`src/rtl/pipelined_addsub_if.sv`:
```
// Handshake and data bundle for pipelined_addsub: operation request side and result side.
// The master drives operations and consumes results; the slave is the adder itself.
interface pipelined_addsub_if #(
    parameter int unsigned WIDTH = 32,
    parameter int unsigned TAG_W = 5
);
    logic             in_valid;
    logic             in_ready;
    logic [WIDTH-1:0] in_a;
    logic [WIDTH-1:0] in_b;
    logic             in_sub;
    logic [TAG_W-1:0] in_tag;
    logic             out_valid;
    logic             out_ready;
    logic [WIDTH-1:0] out_sum;
    logic             out_carry;
    logic             out_overflow;
    logic             out_zero;
    logic             out_neg;
    logic [TAG_W-1:0] out_tag;

    modport master (
        output in_valid, in_a, in_b, in_sub, in_tag, out_ready,
        input  in_ready, out_valid, out_sum, out_carry, out_overflow, out_zero, out_neg, out_tag
    );

    modport slave (
        input  in_valid, in_a, in_b, in_sub, in_tag, out_ready,
        output in_ready, out_valid, out_sum, out_carry, out_overflow, out_zero, out_neg, out_tag
    );
endinterface

```
`src/rtl/pipelined_addsub.sv`:
```
// Pipelined add/subtract: stage k adds bit-slice k with the carry registered by stage k-1.
// Whole-pipeline stall on output back-pressure; flags are registered in the last stage.
module pipelined_addsub #(
    parameter int unsigned WIDTH  = 32,
    parameter int unsigned STAGES = 4,
    parameter int unsigned TAG_W  = 5
) (
    input logic            clk,
    input logic            rst,
    pipelined_addsub_if.slave bus
);
    localparam int unsigned SW   = WIDTH / STAGES;
    localparam int unsigned LAST = STAGES - 1;

    logic              stall;
    logic [STAGES-1:0] vld_q;
    logic [STAGES-1:0] c_q;
    logic [STAGES-1:0] c_d;
    logic [STAGES-1:0] cin;
    logic [WIDTH-1:0]  a_q    [STAGES];
    logic [WIDTH-1:0]  b_q    [STAGES];
    logic [WIDTH-1:0]  sum_q  [STAGES];
    logic [WIDTH-1:0]  a_d    [STAGES];
    logic [WIDTH-1:0]  b_d    [STAGES];
    logic [WIDTH-1:0]  sum_d  [STAGES];
    logic [WIDTH-1:0]  a_cur  [STAGES];
    logic [WIDTH-1:0]  b_cur  [STAGES];
    logic [WIDTH-1:0]  sum_in [STAGES];
    logic [TAG_W-1:0]  tag_q  [STAGES];
    logic [TAG_W-1:0]  tag_d  [STAGES];
    logic [SW:0]       slice;
    logic              ovf_q, zero_q, neg_q;
    logic              ovf_d, zero_d, neg_d;

    assign stall        = vld_q[LAST] & ~bus.out_ready;
    assign bus.in_ready = ~stall;

    // Operands travel right-shifted so each stage always consumes the low slice of its input.
    always_comb begin
        a_cur[0]  = bus.in_a;
        b_cur[0]  = bus.in_sub ? ~bus.in_b : bus.in_b;
        cin[0]    = bus.in_sub;
        sum_in[0] = '0;
        tag_d[0]  = bus.in_tag;
        for (int k = 1; k < STAGES; k++) begin
            a_cur[k]  = a_q[k-1];
            b_cur[k]  = b_q[k-1];
            cin[k]    = c_q[k-1];
            sum_in[k] = sum_q[k-1];
            tag_d[k]  = tag_q[k-1];
        end
        slice = '0;
        for (int k = 0; k < STAGES; k++) begin
            slice = {1'b0, a_cur[k][SW-1:0]} + {1'b0, b_cur[k][SW-1:0]} + {{SW{1'b0}}, cin[k]};
            sum_d[k] = sum_in[k];
            sum_d[k][k*SW +: SW] = slice[SW-1:0];
            c_d[k] = slice[SW];
            a_d[k] = a_cur[k] >> SW;
            b_d[k] = b_cur[k] >> SW;
        end
        // In the last stage the top slice sits at the bottom, so the operand MSBs are at SW-1.
        ovf_d  = (a_cur[LAST][SW-1] == b_cur[LAST][SW-1]) &&
                 (sum_d[LAST][WIDTH-1] != a_cur[LAST][SW-1]);
        zero_d = (sum_d[LAST] == '0);
        neg_d  = sum_d[LAST][WIDTH-1];
    end

    always_ff @(posedge clk) begin
        if (rst) begin
            vld_q  <= '0;
            c_q    <= '0;
            ovf_q  <= 1'b0;
            zero_q <= 1'b0;
            neg_q  <= 1'b0;
            for (int k = 0; k < STAGES; k++) begin
                a_q[k]   <= '0;
                b_q[k]   <= '0;
                sum_q[k] <= '0;
                tag_q[k] <= '0;
            end
        end else if (!stall) begin
            // in_ready is high whenever we advance, so in_valid alone marks a transfer.
            vld_q[0] <= bus.in_valid;
            for (int k = 1; k < STAGES; k++) begin
                vld_q[k] <= vld_q[k-1];
            end
            c_q    <= c_d;
            ovf_q  <= ovf_d;
            zero_q <= zero_d;
            neg_q  <= neg_d;
            for (int k = 0; k < STAGES; k++) begin
                a_q[k]   <= a_d[k];
                b_q[k]   <= b_d[k];
                sum_q[k] <= sum_d[k];
                tag_q[k] <= tag_d[k];
            end
        end
    end

    assign bus.out_valid    = vld_q[LAST];
    assign bus.out_sum      = sum_q[LAST];
    assign bus.out_carry    = c_q[LAST];
    assign bus.out_overflow = ovf_q;
    assign bus.out_zero     = zero_q;
    assign bus.out_neg      = neg_q;
    assign bus.out_tag      = tag_q[LAST];
endmodule

```
`src/flat_wrapper.sv`:
```
// flat-port wrapper written by rule: the top's interface ports become plain ports
module pipelined_addsub_flat 
#(
    parameter int unsigned WIDTH  = 32,
    parameter int unsigned STAGES = 4,
    parameter int unsigned TAG_W  = 5
)
  (clk, rst, bus_in_valid, bus_in_a, bus_in_b, bus_in_sub, bus_in_tag, bus_out_ready, bus_in_ready, bus_out_valid, bus_out_sum, bus_out_carry, bus_out_overflow, bus_out_zero, bus_out_neg, bus_out_tag);
  pipelined_addsub_if #(.WIDTH(WIDTH), .TAG_W(TAG_W)) bus_i ();
  input logic clk;
  input logic rst;
  input wire logic [$bits(bus_i.in_valid)-1:0] bus_in_valid;
  input wire logic [$bits(bus_i.in_a)-1:0] bus_in_a;
  input wire logic [$bits(bus_i.in_b)-1:0] bus_in_b;
  input wire logic [$bits(bus_i.in_sub)-1:0] bus_in_sub;
  input wire logic [$bits(bus_i.in_tag)-1:0] bus_in_tag;
  input wire logic [$bits(bus_i.out_ready)-1:0] bus_out_ready;
  output wire logic [$bits(bus_i.in_ready)-1:0] bus_in_ready;
  output wire logic [$bits(bus_i.out_valid)-1:0] bus_out_valid;
  output wire logic [$bits(bus_i.out_sum)-1:0] bus_out_sum;
  output wire logic [$bits(bus_i.out_carry)-1:0] bus_out_carry;
  output wire logic [$bits(bus_i.out_overflow)-1:0] bus_out_overflow;
  output wire logic [$bits(bus_i.out_zero)-1:0] bus_out_zero;
  output wire logic [$bits(bus_i.out_neg)-1:0] bus_out_neg;
  output wire logic [$bits(bus_i.out_tag)-1:0] bus_out_tag;
  assign bus_i.in_valid = bus_in_valid;
  assign bus_i.in_a = bus_in_a;
  assign bus_i.in_b = bus_in_b;
  assign bus_i.in_sub = bus_in_sub;
  assign bus_i.in_tag = bus_in_tag;
  assign bus_i.out_ready = bus_out_ready;
  assign bus_in_ready = bus_i.in_ready;
  assign bus_out_valid = bus_i.out_valid;
  assign bus_out_sum = bus_i.out_sum;
  assign bus_out_carry = bus_i.out_carry;
  assign bus_out_overflow = bus_i.out_overflow;
  assign bus_out_zero = bus_i.out_zero;
  assign bus_out_neg = bus_i.out_neg;
  assign bus_out_tag = bus_i.out_tag;
  pipelined_addsub #(.WIDTH(WIDTH), .STAGES(STAGES), .TAG_W(TAG_W)) u_core (.clk(clk), .rst(rst), .bus(bus_i));
endmodule
```
`config.mk`:
```
export PLATFORM = sky130hd
export DESIGN_NAME = pipelined_addsub_flat
export DESIGN_NICKNAME = d
export VERILOG_FILES = /design/src/rtl/pipelined_addsub_if.sv /design/src/rtl/pipelined_addsub.sv /design/src/flat_wrapper.sv
export SDC_FILE = /design/constraint.sdc
export NUM_CORES = 1
export LEC_CHECK = 0
export CORE_ASPECT_RATIO = 0.5
export CORE_MARGIN = 2
export CORE_UTILIZATION = 50
export CTS_CLUSTER_SIZE = 28
export DETAILED_ROUTE_END_ITERATION = 10
export GPL_ROUTABILITY_DRIVEN = 0
export PLACE_DENSITY_LB_ADDON = 0.05
export SLEW_MARGIN = 20
export SYNTH_ARGS = -nofsm -noshare
export SYNTH_HDL_FRONTEND = slang
export SYNTH_SLANG_ARGS = --single-unit
```
`constraint.sdc`:
```
create_clock -name clk -period 3.5 [get_ports clk]
set_input_delay 0.7 -clock clk [delete_from_list [all_inputs] [get_ports clk]]
set_output_delay 0.7 -clock clk [all_outputs]
set_load 0.02 [all_outputs]
```
Word-level counts from Yosys, hierarchy flattened
Memories as Yosys holds them, arrays and structs flattened.
Cells that the tools add are included.
{ "op_classes": {"n_addsub": 8, "n_eq_ne": 2, "n_mux": 22, "bitwise_logic": 20, "reduce_logical": 2} }
{ "op_table": {"columns": ["op", "n"], "rows": [
  ["2-to-1 mux 24 bit", 8],
  ["2-to-1 mux 32 bit", 5],
  ["adder 8 x 8 -> 9 bit", 4],
  ["adder 9 x 1 -> 9 bit", 4],
  ["logical NOT 32 bit", 1],
  ["inverter 32 bit", 1],
  ["2-to-1 mux 5 bit", 4],
  ["OR 1 bit", 16],
  ["2-to-1 mux 1 bit", 5],
  ["inverter 1 bit", 2],
  ["bitwise AND 1 bit", 1],
  ["equality test 1 bit", 1],
  ["logical AND 1 bit", 1],
  ["!= test 1 bit", 1]
]} }
{ "totals": {"ff_bits": 11, "ramBits": 340, "in_bits": 74, "elab_cells": 63, "n_memories": 4} }
{ "mem_list": {"columns": ["name", "depth", "word_bits", "rd", "rd_ports_with_merged_regs", "wr", "line", "text"], "rows": [
  ["u_core.sum_q", 4, 32, 4, 0, 4, "pipelined_addsub.sv:22", "logic [WIDTH-1:0] sum_q [STAGES];"],
  ["u_core.a_q", 4, 24, 3, 0, 4, "pipelined_addsub.sv:20", "logic [WIDTH-1:0] a_q [STAGES];"],
  ["u_core.b_q", 4, 24, 3, 0, 4, "pipelined_addsub.sv:21", "logic [WIDTH-1:0] b_q [STAGES];"],
  ["u_core.tag_q", 4, 5, 4, 0, 4, "pipelined_addsub.sv:29", "logic [TAG_W-1:0] tag_q [STAGES];"]
]} }

Longest topological paths before layout
Gate-level depths: netlist of the first run.
{ "depth": {"word_depth": 6, "depth_mapped": 10} }

Worst setup path after synthesis of the first run
OpenSTA, ideal clock, no wires.
{ "synth_path": {"path_kind": "input -> register", "startpoint": "input port rst", "endpoint": "memory u_core.a_q[0][0] in the netlist's numbering (enable)", "setup_time_ps": 461, "arrival_ps": 3213, "slack_ps": -175, "stages": 3, "path_cell_list": "clkbuf_1 > nor2_1 > inv_2"} }
{ "synth_lines": {"columns": ["item", "line", "text"], "rows": [
  ["start, declared", "flat_wrapper.sv:11", "input logic rst;"],
  ["end, declared", "pipelined_addsub.sv:20", null]
]} }

Worst setup path in the final report of the first run
{ "layout_path": {"startpoint": "input port bus_out_ready", "endpoint": "output port bus_in_ready"} }
{ "layout_between": {"elab_chain_cells": 3} }
{ "layout_rtl": {"columns": ["item", "line", "text"], "rows": [
  ["start, declared", "flat_wrapper.sv:17", "input wire logic [$bits(bus_i.out_ready)-1:0] bus_out_ready;"],
  ["inverter 1 bit", "pipelined_addsub.sv:35", "assign stall = vld_q[LAST] & ~bus.out_ready;"],
  ["bitwise AND 1 bit", "pipelined_addsub.sv:35", null],
  ["inverter 1 bit", "pipelined_addsub.sv:36", "assign bus.in_ready = ~stall;"],
  ["end, declared", "flat_wrapper.sv:18", "output wire logic [$bits(bus_i.in_ready)-1:0] bus_in_ready;"]
]} }
Every way passes these cells.

==> results of run 1 <==
[kinds of logic after synthesis]
group	after synthesis
mux	3
compound gates	61
fa+ha+maj	35
flops	207
xor+xnor	49
simple gates	260
buf+inv	49
[worst max-delay path, stage by stage]
cell and delay [ps]:
clkdlybuf4s50_1 460, nor2b_1 60, inv_2 120, clkdlybuf4s50_1 620
[cell type report]
class                           instances  share of cell area
Sequential cell                       207               0.543
Multi-Input combinational cell        408               0.250
Timing Repair Buffer                  132               0.120
Clock buffer                           23              0.0437
Tap cell                              234              0.0261
Clock inverter                         10             0.00857
Inverter                               22             0.00802
[power by group]
| part | internal, mW | switching, mW | total (mW) | leakage [nW] |
|---|---|---|---|---|
| logic | 0.291 | 0.270 | 0.560 | 1.84 |
| registers | 2.88 | 0.0490 | 2.93 | 2.42 |
| clock network | 1.14 | 0.853 | 2.00 | 0.283 |
[stage by stage]
step / instance area [um^2] / instances / hold WS [ps] / total power, mW
floorplan: 9110 / 664 / 432 / 3.32
global placement: 10600 / 1003 / 439 / 3.54
detailed placement: 10600 / 1003 / 449 / 3.55
CTS: 11200 / 1036 / 459 / 5.53
global route: 11200 / 1036 / 483 / 5.70
finish: 11200 / 1036 / 459 / 5.49
[sequential cells by signal, summed over array words and instances (netlist names)]
name and cells:
u_core.bus.out_zero 1, u_core.a_q 48, u_core.c_q 4, u_core.vld_q 4
u_core.bus.out_overflow 1, u_core.sum_q 80, u_core.bus.out_neg 1, u_core.tag_q 20
u_core.b_q 48
[path summary, 6_finish.rpt]
kind                     from                   to  slack, ps
min           u_core.vld_q[1]      u_core.vld_q[1]        460
max reg2reg  u_core.b_q[0][0]  u_core.sum_q[1][14]       1170
min reg2reg   u_core.vld_q[1]      u_core.vld_q[1]        460
max             bus_out_ready         bus_in_ready        840
[metal layers]
| metal | wire length, um | global-route usage | share of wire |
|---|---|---|---|
| met3 | 522 | 0.0302 | 0.035 |
| met4 | 303 | 0.0399 | 0.020 |
| met1 | 7210 | 0.220 | 0.48 |
| met2 | 6960 | 0.261 | 0.46 |
| met5 | 0 | 0 | 0 |
[synth_stat cells (all sizes together), types with 3 or more instances]
master	instances	area, um^2
a22oi	4	30.0
a211oi	8	65.1
and2	146	913
o21bai	4	41.3
nor4	7	43.8
dfxtp	11	220
a21oi	16	80.1
edfxtp	196	5890
buf	9	51.3
nor2	64	243
ha	28	350
nor3	5	25.0
xor2	13	121
nand2b	3	18.8
xnor2	36	315
a21o	5	37.5
clkbuf	18	67.6
nand2	17	63.8
inv	22	82.6
nor2b	3	18.8
fa	7	140
o21ai	15	75.1
or3	6	37.5
==> results.md, run 1 <==
* Seq cells post-synth at 207
* FF+latch area at about 6000 um^2
* DR WL/cell at 14.5 um
* WP data required at between 2000 and 3000 ps
* Syn avg cell area at approximately 14 um^2
* Pins Over Slew Limit at 0
* DP HPWL at roughly 10000 um
* Die span in x at 195 um
* Hold_buf cts at 0
* First-pass iteration count of the detailed router at 4
* Final setup fails at 0
* Main combinational cell family by area after synthesis: simple AND/OR/NAND/NOR gates
* XOR/XNOR Fraction of Synth Area at 0.0479
* Aggregate global-route resource usage at 0.158
* Drt initial violations at around 240
* H-tree depth at 1
* Final WS setup at approximately 840 ps
* Post-CTS Resized at 0
* I/O pin count at about 120
* Clock Latency Late Sink at 480 ps
* Clock transition at path regs at roughly 60 ps
* Worst-path fanout max at 7
* Crit path DAT at approximately 2000 ps
* Min-Delay Path Class: reg -> reg
* Final net count at roughly 900
* Ys flop type: edfxtp_1
* Fin. Hold Viols at 0
* Final Util at 0.638
* Adder-cell area share of the yosys netlist at 0.0538
* First-pass GRT wire length at around 24000 um
* Layout cells sized above 1 at 0.0623
* CP Capture Type: output port
* Synth cell types at 44
* Chip height at slightly below 100 um
* Starting Density at 0.517
* Footprint of the multi-input gates at roughly 2800 um^2
* RSZ-0062 raised after global routing: no
* Actual slew at the worst max-slew pin at 734 ps
* Ant. Diodes at 0
* Commonest non-fill, non-tap cell in the layout: edfxtp_1
* Fillers at between 1000 and 1500
* Core Rows at 34
* EDFF count, synth at 196
* Startpoint types: input pin
* Clock sinks at just over 200
* MaxCap Viol Count at 0
* Cell area power density at roughly 490 nW/um^2
* Simple-gate share of the synthesized area at 0.157
* Post-synthesis sequential area ratio at 0.670
* Max_slew headroom at 0.509
* Vias at between 4000 and 5000
* Peak supply drop at approximately 0.00027 V
* Mapped Cells at ~660
* Die area at a little under 20000 um^2
* Antenna violations before repair at 0
* Synthesis-to-finish area growth at 23.4%
* YS warnings at 0
* Leakage at ~4.5 nW
* Max frequency at ~380 MHz
* Outcome: completed
* Multiplexer share of the synthesized area at 0.00385
* CTS root buf: clkbuf_16
* Number of port buffers at 116
* Synth async-reset ratio at 0
* Final antenna-violating net count at 0
* Pre-CTS WS at about 450 ps
* Mapped Nets at ~770
* Min Tclk post-route at 2660 ps
* Fin crit share at 0.760
* Core footprint at roughly 18000 um^2
* Cell depth of the worst flop-to-flop path at 10
* CTS Buffer Depth at 3
* Total gr overflow at 0
* Final Skew at about 9.5 ps
* Kind of critical path: in -> out
* Worst Hold Path Cells at 2
* Drt total wl at 15000 um
* Setup TNS at 0 ps
* Maximum number of pins on one net before global-route repair at 77
* Clock buffer count from CTS at 19
* Setup bufs post-CTS at 0
* Most frequent cells in the layout: edfxtp_1, and2_1, clkdlybuf4s50_1
* Cell area after synthesis at around 9000 um^2
* Synth Area in Compound Gates at 0.0449
* Vias in the first global route at a little under 5000
* CTS tree: yes
* Via density at roughly 4.8
* Residual DRC at 0
Power figures use the tool's default switching activity.
==> inputs of run 2 (changes only) <==
clock period = 2.4 ns   (was 3.5 ns; I/O delays follow)
==> results.md, run 2 (synthesis gave the netlist of run 1 again) <==
* First-pass GRT wire length at ~24000 um
* Cell area power density at 705 nW/um^2
* Core footprint at between 15000 and 20000 um^2
* Core Rows at 34
* Drt total wl at 15100 um
* Cell depth of the worst flop-to-flop path at 10
* Max frequency at ~440 MHz
* Top flop regs: u_core.sum_q: 80 flops, u_core.a_q: 48 flops, u_core.b_q: 48 flops
* Total gr overflow at 0
* Fin. Hold Viols at 0
* Reg2reg end: u_core.sum_q[1][14]
* Vias at around 5100
* Aggregate global-route resource usage at 0.160
* Actual slew at the worst max-slew pin at approximately 390 ps
* Number of port buffers at ~120
* Outcome: completed
* Met3 usage at 0.0332
* Largest reg by FF count: u_core.sum_q
* Ant. Diodes at 0
* CTS tree: yes
* CTS Buffer Depth at 3
* Via density at approximately 4.8
* Die span in x at between 150 and 200 um
* Residual DRC at 0
* Fillers at approximately 1300
* P_int at 6.33 mW
* Flop pwr share at 0.532
* Final antenna-violating net count at 0
* Gr busiest metal: met2
* Startpoint types: input pin
* CP max stage delay at around 500 ps
* Chip height at 99.4 um
* Fin crit share at 0.945
* RSZ-0062 raised after global routing: yes
* Switching pwr at 1.70 mW
* Worst-path cell chain: clkdlybuf4s50_1 > mux2_4 > fa_1 > a21o_1 > a21oi_1 > nor2_1 > o31a_1 > a211oi_2
* CP Capture Type: flop
* Final net count at roughly 900
* H-tree depth at 1
* Antenna violations before repair at 0
* Layout cells sized above 1 at 0.0894
* Min-Delay Startpoint: u_core.vld_q[1]
* R2r setup slk at 130 ps
* Clock Latency Late Sink at between 400 and 500 ps
* Clock network fraction of total power at 0.360
* Final Util at 0.647
* Post-CTS Resized at 0
* Crit path DAT at roughly 2600 ps
* WP data required at between 2000 and 3000 ps
* Switching Share at 0.211
* Crit path depth at 8
* Power Total at 8.03 mW
* Synthesis-to-finish area growth at 25.0%
* Clock transition at path regs at ~70 ps
* Worst r2r src: u_core.a_q[0][0]
* MaxCap Viol Count at 0
* Leakage at around 4.6 nW
* Worst Hold Path Cells at 2
* First-pass iteration count of the detailed router at 4
* Min Tclk post-route at between 2000 and 2500 ps
* Crit path from: bus_in_b[0]
* I/O pin count at around 120
* Fin area at 11400 um^2
* Hold_ws at 452 ps
* DR WL/cell at around 14 um
* GR Layer Usage met1 at 0.218
* Most frequent cells in the layout: edfxtp_1, and2_1, clkdlybuf4s50_1
* Final setup fails at 0
* Drt initial violations at 254
* Hold_buf cts at 0
* Pins Over Slew Limit at 0
* Commonest non-fill, non-tap cell in the layout: edfxtp_1
* Worst-path fanout max at 3
* Max reg flops at 80
* Setup bufs post-CTS at 0
* DP Area at 10800 um^2
* Min-Delay Path Class: reg -> reg
* Met2 Usage GRT at 0.266
* Max_slew headroom at 0.735
* Clock buffer count from CTS at 19
* CP endpoint: u_core.sum_q[0][6]
* CP max stage cell: clkdlybuf4s50_1
* DP HPWL at ~10000 um
* CP top delay family: compound AO/OA/AOI/OAI gates
* Starting Density at 0.517
* Final Skew at 12.6 ps
* Kind of critical path: in -> reg
* Die area at 19400 um^2
* CP Buf/Inv Count at 1
* Logic pwr share at 0.107
* Peak supply drop at 0.000397 V
* Vias in the first global route at between 4000 and 5000
* Clock sinks at 207
* CTS root buf: clkbuf_16
* Maximum number of pins on one net before global-route repair at between 70 and 80
==> run 2: cell count changes in the layout (fill, tap and decap cells not counted), moves of 3 or more <==
cell / change
a21oi_2: +3
a21oi_1: -3
clkinv_1: -3
buf_4: +15
==> run 2: cell type report <==
class                           instances  area, um^2  area share
Clock buffer                           25         498      0.0437
Inverter                               22        90.1     0.00791
Timing Repair Buffer                  148        1480       0.130
Sequential cell                       207        6110       0.536
Clock inverter                          7        82.6     0.00725
Multi-Input combinational cell        408        2840       0.249
Tap cell                              234         293      0.0257
==> run 2: how the worst min path moves through the flow <==
stage                                  to  slack (ps)
final                     u_core.vld_q[1]         450
after global routing      u_core.vld_q[1]         470
after CTS                 u_core.vld_q[1]         450
after detailed placement  u_core.vld_q[1]         440
after global placement    u_core.vld_q[0]         440
after floorplan           u_core.vld_q[0]         430
==> run 2: metal layers <==
metal	vias up	part of all wire	wire length, um
met5	-	0	0
met4	0	0.018	274
met3	22	0.047	711
met2	106	0.47	7080
met1	2326	0.47	7030
li1	2608	-	-
==> run 2: worst register-to-register path, delay by kind of cell, from the launching register on <==
family	cells	cell delay, ps
adders and majority gates	2	660
AOI/OAI and AO/OA	4	640
DFF	1	360
buffers and inverters	2	160
xor gates and xnor gates	1	150
and+or+nand+nor	1	50
==> run 2: power by group through the flow <==
stage | combinational [mW] | clock (mW) | sequential (mW)
after floorplan | 0.463 | 0 | 4.37
after global placement | 0.842 | 0 | 4.34
after detailed placement | 0.859 | 0 | 4.35
after CTS | 0.864 | 2.96 | 4.27
after global routing | 0.959 | 3.09 | 4.30
final | 0.862 | 2.89 | 4.27
==> run 2: stage by stage <==
stage                     cells  setup slack (ps)  setup TNS, ps
final                      1051               132              0
after detailed placement   1019              -395          -1310
after global routing       1051             -2.78          -2.78
after CTS                  1051              80.5              0
after floorplan             664              19.1              0
after global placement     1019              -310           -867
==> inputs of run 3 (changes only) <==
PLACE_DENSITY = 0.78   (was not set)
PLACE_DENSITY_LB_ADDON = not set   (was 0.05)
==> results.md, run 3 (synthesis gave the netlist of run 1 again) <==
* Residual DRC at 0
* Fin area at 11400 um^2
* P_int at roughly 6.3 mW
* Clock network fraction of total power at 0.359
* Total gr overflow at 0
* Flop pwr share at 0.533
* Final antenna-violating net count at 0
* DP Area at about 11000 um^2
* Leakage at around 4.6 nW
* Drt total wl at around 15000 um
* CP Capture Type: flop
* Fin crit share at 0.964
* Most frequent cells in the layout: edfxtp_1, and2_1, clkdlybuf4s50_1
* Die span in x at just under 200 um
* H-tree depth at 1
* Clock sinks at approximately 210
* Switching Share at 0.210
* Die area at a little under 20000 um^2
* Top flop regs: u_core.sum_q: 80 flops, u_core.a_q: 48 flops, u_core.b_q: 48 flops
* I/O pin count at 117
* DP HPWL at 10500 um
* DR WL/cell at 13.9 um
* Chip height at between 90 and 100 um
* Max frequency at roughly 430 MHz
* Antenna violations before repair at 1
* Outcome: completed
* Min-Delay Path Class: reg -> reg
* Setup TNS at 0 ps
* Aggregate global-route resource usage at 0.153
* Number of port buffers at roughly 120
* Min Tclk post-route at about 2300 ps
* Max_slew headroom at 0.728
* Clock transition at path regs at roughly 70 ps
* Core footprint at between 15000 and 20000 um^2
* Drt initial violations at around 250
* Fin. Hold Viols at 0
* Maximum number of pins on one net before global-route repair at 58
* Hold_buf cts at 0
* Vias in the first global route at ~4900
* Switching pwr at about 1.7 mW
* Logic pwr share at 0.109
* Via density at between 4 and 5
* Layout cells sized above 1 at 0.0941
* Hold_ws at ~450 ps
* CTS tree: yes
* Largest reg by FF count: u_core.sum_q
* Clock buffer count from CTS at 19
* Core Rows at 34
* Peak supply drop at slightly above 0.0005 V
* Final Skew at roughly 6.9 ps
* Worst-path fanout max at 3
* Starting Density at 0.517
* First-pass iteration count of the detailed router at 4
* Crit path DAT at 2600 ps
* Cell area power density at around 700 nW/um^2
* Final setup fails at 0
* Commonest non-fill, non-tap cell in the layout: edfxtp_1
* Vias at between 5000 and 6000
* Kind of critical path: in -> reg
* Max reg flops at 80
* MaxCap Viol Count at 0
* CTS root buf: clkbuf_16
* Synthesis-to-finish area growth at 25.2%
* Setup bufs post-CTS at 0
* Actual slew at the worst max-slew pin at 403 ps
* Power Total at 8.02 mW
* Startpoint types: input pin
* CTS Buffer Depth at 3
* First-pass GRT wire length at ~24000 um
* Final net count at between 900 and 1000
* Pins Over Slew Limit at 0
* WP data required at 2690 ps
* Clock Latency Late Sink at ~470 ps
[run 3: routing by layer]
metal,track usage,up-vias,share of wire
li1,-,2608,-
met1,0.198,2341,0.45
met5,0,-,0
met2,0.270,87,0.49
met4,0.0411,0,0.017
met3,0.0285,20,0.043
[run 3: timing repair]
item                       in CTS  in global routing
setup endpoints to repair       1                  6
gates resized for setup         1                  7
pin swaps                       0                  1
cloned                          0                  0
[run 3: power by group through the flow]
stage	Clock (mW)	Sequential [mW]	Combinational (mW)
finish	2.87	4.27	0.872
CTS	2.94	4.27	0.873
detailed placement	0	4.35	0.865
global placement	0	4.34	0.843
floorplan	0	4.37	0.463
global route	3.08	4.29	0.961
[run 3: cell type report]
cell class	instances	area, um^2
fillers	1340	6210
flip-flops and latches	207	6110
multi-input cells	408	2840
repair buffers	148	1470
clock buffers	21	483
well taps	234	293
clock inverters	12	111
inverters	22	90.1
diodes	1	2.50
[run 3: final timing paths]
| check | cells after the start | to | startpoint | slack, ps |
|---|---|---|---|---|
| setup / recovery | 8 | u_core.sum_q[0][6] | bus_in_b[0] | 90 |
| hold / removal | 2 | u_core.bus.out_zero | u_core.bus.out_zero | 450 |
| setup reg to reg | 10 | u_core.sum_q[1][14] | u_core.b_q[0][0] | 120 |
| hold reg to reg | 2 | u_core.bus.out_zero | u_core.bus.out_zero | 450 |
[run 3: metrics by stage]
stage          instances  setup WS (ps)  utilization
6_report            1053           87.2        0.647
5_1_grt             1053          -42.8        0.647
4_1_cts             1052           22.4        0.646
3_5_place_dp        1019           -433        0.611
3_3_place_gp        1019           -330        0.611
2_1_floorplan        664           19.1            -
[run 3: worst max-delay path: stages]
cell and delay [ps]:
clkdlybuf4s50_1 500, mux2_4 320, fa_1 390, a21o_1 180, a21oi_2 150, nor2_1 80, o31a_1 260, a211oi_1 240
